### src/rtl/uart_pkg.sv
// Frame definition and rx state encoding shared by the UART transmitter and receiver.
package uart_pkg;

  localparam int unsigned DATA_BITS = 8;
  localparam int unsigned FRAME_LEN = 10;
  localparam int unsigned CNT_W     = $clog2(DATA_BITS);

  localparam logic START_BIT = 1'b0;
  localparam logic TRAIL_BIT = 1'b0;

  typedef enum logic [1:0] {
    IDLE  = 2'd0,
    DATA  = 2'd1,
    TRAIL = 2'd2
  } rx_state_t;

endpackage

### src/rtl/rx_shifter.sv
// LSB-first serial-to-parallel shift register with its own bit counter.
module rx_shifter
  import uart_pkg::*;
(
  input  logic                 clk,
  input  logic                 rst,
  input  logic                 clear,
  input  logic                 shift_en,
  input  logic                 bit_in,
  output logic [DATA_BITS-1:0] data,
  output logic                 last_bit
);

  logic [CNT_W-1:0] cnt;

  // Each shifted bit lands at the position named by the counter; the counter wraps after the last bit.
  always_ff @(posedge clk) begin
    if (rst || clear) begin
      data <= '0;
      cnt  <= '0;
    end else if (shift_en) begin
      data[cnt] <= bit_in;
      cnt       <= cnt + CNT_W'(1);
    end
  end

  assign last_bit = (cnt == CNT_W'(DATA_BITS - 1));

endmodule

### src/rtl/receive.sv
// UART-style receiver: frame FSM, one-entry holding register with ready/valid handshake,
// frame error pulse and sticky overrun flag.
module receive
  import uart_pkg::*;
(
  input  logic                 clk,
  input  logic                 rst,
  input  logic                 connection_status,
  input  logic                 rxd,
  input  logic                 word_ready,
  output logic [DATA_BITS-1:0] word,
  output logic                 word_valid,
  output logic                 frame_error,
  output logic                 overrun,
  output logic                 rx_busy
);

  rx_state_t            state_q;
  rx_state_t            state_d;
  logic                 clear_sh;
  logic                 shift_en;
  logic                 deliver;
  logic                 ferr_set;
  logic [DATA_BITS-1:0] sh_data;
  logic                 sh_last;
  logic                 consume;

  rx_shifter u_shifter (
    .clk      (clk),
    .rst      (rst),
    .clear    (clear_sh),
    .shift_en (shift_en),
    .bit_in   (rxd),
    .data     (sh_data),
    .last_bit (sh_last)
  );

  always_ff @(posedge clk) begin
    if (rst) state_q <= IDLE;
    else     state_q <= state_d;
  end

  // Next state; a dropped link returns to IDLE regardless of the current state.
  always_comb begin
    state_d = state_q;
    case (state_q)
      IDLE:    if (rxd == START_BIT) state_d = DATA;
      DATA:    if (sh_last)          state_d = TRAIL;
      TRAIL:                         state_d = IDLE;
      default:                       state_d = IDLE;
    endcase
    if (!connection_status) state_d = IDLE;
  end

  always_comb begin
    clear_sh = 1'b0;
    shift_en = 1'b0;
    deliver  = 1'b0;
    ferr_set = 1'b0;
    if (!connection_status) begin
      clear_sh = 1'b1;
    end else begin
      case (state_q)
        IDLE:  clear_sh = (rxd == START_BIT);
        DATA:  shift_en = 1'b1;
        TRAIL: begin
          deliver  = (rxd == TRAIL_BIT);
          ferr_set = (rxd != TRAIL_BIT);
        end
        default: clear_sh = 1'b1;
      endcase
    end
  end

  assign consume = word_valid & word_ready;

  // Holding register: a delivery is accepted if the slot is empty or being drained on this edge.
  always_ff @(posedge clk) begin
    if (rst) begin
      word        <= '0;
      word_valid  <= 1'b0;
      frame_error <= 1'b0;
      overrun     <= 1'b0;
      rx_busy     <= 1'b0;
    end else begin
      frame_error <= ferr_set;
      rx_busy     <= (state_d != IDLE);
      if (deliver) begin
        if (!word_valid || word_ready) begin
          word       <= sh_data;
          word_valid <= 1'b1;
        end else begin
          overrun    <= 1'b1;
        end
      end else if (consume) begin
        word_valid <= 1'b0;
      end
    end
  end

endmodule

### config.mk
export PLATFORM = sky130hd
export DESIGN_NAME = receive
export DESIGN_NICKNAME = d
export VERILOG_FILES = /design/src/rtl/uart_pkg.sv /design/src/rtl/rx_shifter.sv /design/src/rtl/receive.sv
export SDC_FILE = /design/constraint.sdc
export NUM_CORES = 1
export LEC_CHECK = 0
export ABC_CLOCK_PERIOD_IN_PS = 4080
export CAP_MARGIN = 10
export CORE_ASPECT_RATIO = 1.25
export CORE_MARGIN = 2
export CORE_UTILIZATION = 45
export CTS_CLUSTER_SIZE = 10
export DETAILED_ROUTE_END_ITERATION = 7
export PLACE_DENSITY = 0.68
export SLEW_MARGIN = 20
export SYNTH_ARGS = -nofsm -noshare
export SYNTH_HDL_FRONTEND = slang
export SYNTH_SLANG_ARGS = --single-unit
### constraint.sdc
create_clock -name clk -period 4.08 [get_ports clk]
set_clock_uncertainty 0.15 [all_clocks]
set_input_delay 0.612 -clock clk [delete_from_list [all_inputs] [get_ports clk]]
set_output_delay 0.612 -clock clk [all_outputs]
set_load 0.01 [all_outputs]
==> flow_summary.json <==
{
  "status": "complete, no violations",
  "vdd_drop_max_mv": 0.1387,
  "grt_first_pass_wirelength_mm": 3.277,
  "period_share_pct": 54.61,
  "fin_nets": 146,
  "grt_max_degree": 21,
  "startpoint_type": "input pin",
  "dp_hpwl_mm": 1.418,
  "place_inst": 165,
  "hold_viol": 0,
  "fmax_mhz": 448.8,
  "post-cts-setup-buffer-count": 0,
  "final_common_cell": "dfxtp_1",
  "cts_made_buffers": 3,
  "endpoint_kind": "register",
  "diodes": 0,
  "syn_avg_cell_area_um2": 9.897,
  "power_density_nw_per_um2": 272.7,
  "vias": 861,
  "final_cell_mix": "dfxtp_1 (25), nand2b_1 (18), clkdlybuf4s50_1 (16)",
  "drt-initial-drc-count": 21,
  "final_cells": 169,
  "tightest_slew_ps": 835.0,
  "clk_pin_slew_worst_paths_ps": 120,
  "cp.arrival_ps": 2320,
  "yosysSeqAreaShare_pct": 41.45,
  "antenna_found_initial": 0,
  "cts.hold.buffers_added": 0,
  "root_buffer": "clkbuf_4",
  "drtPass1Iterations": 4,
  "place.gp.congestion": 0.7357,
  "crit_fanout": 8,
  "syn_to_final_growth_pct": 14.82,
  "report.final.slew_viol_count": 0,
  "ys_seq_elements": 25,
  "cts_tree": "yes",
  "rsz0062_at_grt": "false",
  "io_pins": 17,
  "wl_per_cell_um": 11.35,
  "drv_cap": 0,
  "cts_resized": 0,
  "fin_crit_ps": 2228,
  "routed_wirelength_mm": 1.918,
  "portBuffers": 16,
  "syn-num-nets": 132,
  "yosysWarnings": 0,
  "hold_slack_ps": 331.4,
  "postSynthCellCount": 122,
  "p_leak_nw": 0.4657,
  "path_class": "input pin to register",
  "drc": 0,
  "htreeDepth": 1,
  "die_h_um": 61.92,
  "dieArea_um2": 3116,
  "rows": 21,
  "grt_overflow": 0,
  "yosysUniqueCellTypes": 36,
  "vias_per_cell": 5.095,
  "grt_usage_pct": 13.60,
  "detail-route-antenna-nets": 0,
  "grt_pass1_vias": 746,
  "die_w_um": 50.33,
  "start_util_pct": 45.95,
  "setup-tns-final_ps": 0,
  "drive_gt1_share_pct": 7.407,
  "clk_latency_ps": 300,
  "hold_class": "register to register",
  "fin_util_pct": 52.76,
  "cts.sinks": 25,
  "final-setup-viol-count": 0,
  "syn-cell-area_um2": 1207,
  "clk_path_buf_depth": 2,
  "crit_required_ps": 4170,
  "core_um2": 2628,
  "slew_headroom_pct": 44.22
}
-- kinds of logic after synthesis --
group / share of synthesized area, %
AOI/OAI and AO/OA: 6.529
muxes: 13.68
buffers and inverters: 5.388
adders and majority gates: 5.181
xor gates and xnor gates: 0.7255
and+or+nand+nor: 27.05
DFF: 41.45
-- final timing paths --
check,from,endpoint,slack (ps),depth (start not counted)
setup reg to reg,state_q[1]$_SDFF_PP0_,word[5]$_SDFFE_PP0P_,2220,4
hold / removal,word[3]$_SDFFE_PP0P_,word[3]$_SDFFE_PP0P_,330,2
hold reg to reg,word[3]$_SDFFE_PP0P_,word[3]$_SDFFE_PP0P_,330,2
setup / recovery,rxd,word[5]$_SDFFE_PP0P_,1850,4
-- critical path, cell delays in order --
cell	delay, ps
clkdlybuf4s50_1	530
nand3b_1	250
nor2b_1	680
mux2i_1	250
-- area by class of cell --
class	instances	area (um2)
Multi-Input combinational cell	87	641.9
Fill cell	258	1241
Sequential cell	25	500.5
Timing Repair Buffer	17	167.7
Clock buffer	4	26.28
Tap cell	34	42.54
Inverter	2	7.507
-- state kept, by name, indices dropped and copies added, names as in the netlist --
name	flops
word_valid	1
word	8
state_q	2
u_shifter.data	8
rx_busy	1
overrun	1
frame_error	1
u_shifter.cnt	3
-- metal layers --
layer	track usage (%)	wire length [um]
met4	6.950	15
met3	2.153	70
met5	0	0
met2	22.56	897
met1	17.38	934
-- per-stage QoR --
| stage | worst slack, ps | area [um2] | total power, mW |
|---|---|---|---|
| floorplan | 2541 | 1207 | 0.2704 |
| CTS | 1835 | 1386 | 0.3844 |
| global placement | 1542 | 1360 | 0.2785 |
| detailed placement | 1494 | 1360 | 0.2792 |
| global route | 1696 | 1386 | 0.3982 |
| finish | 1852 | 1386 | 0.3781 |
-- power by group --
| group | total (mW) | internal, mW | switching, mW |
|---|---|---|---|
| Sequential | 0.246 | 0.245 | 0.000821 |
| Combinational | 0.0278 | 0.0130 | 0.0148 |
| Clock | 0.104 | 0.0381 | 0.0662 |
| Total | 0.378 | 0.296 | 0.0818 |
-- synth_stat cells, drive strengths merged --
cell type / instances / share of area (%)
o21ba: 1 / 0.83
a21oi: 5 / 2.1
and3: 1 / 0.52
nor2: 3 / 0.93
nor4b: 1 / 1.2
nand2b: 18 / 9.3
o22ai: 1 / 0.52
mux2: 1 / 1.2
nand3: 11 / 5.6
nand4: 2 / 1.0
o21ai: 2 / 0.83
buf: 4 / 2.6
or2b: 1 / 0.62
nor4: 1 / 0.52
nand4b: 1 / 0.73
nor3: 1 / 0.41
inv: 2 / 0.62
mux2i: 15 / 12
o31ai: 1 / 1.0
nand2: 7 / 2.2
o2111ai: 1 / 0.73
dfxtp: 25 / 41
a31oi: 1 / 0.52
nor2b: 3 / 2.2
nand3b: 1 / 0.62
and2: 1 / 0.52
nor3b: 1 / 0.62
clkbuf: 4 / 2.2
xnor2: 1 / 0.73
ha: 5 / 5.2
No activity file was read; power rests on OpenSTA's default activity.
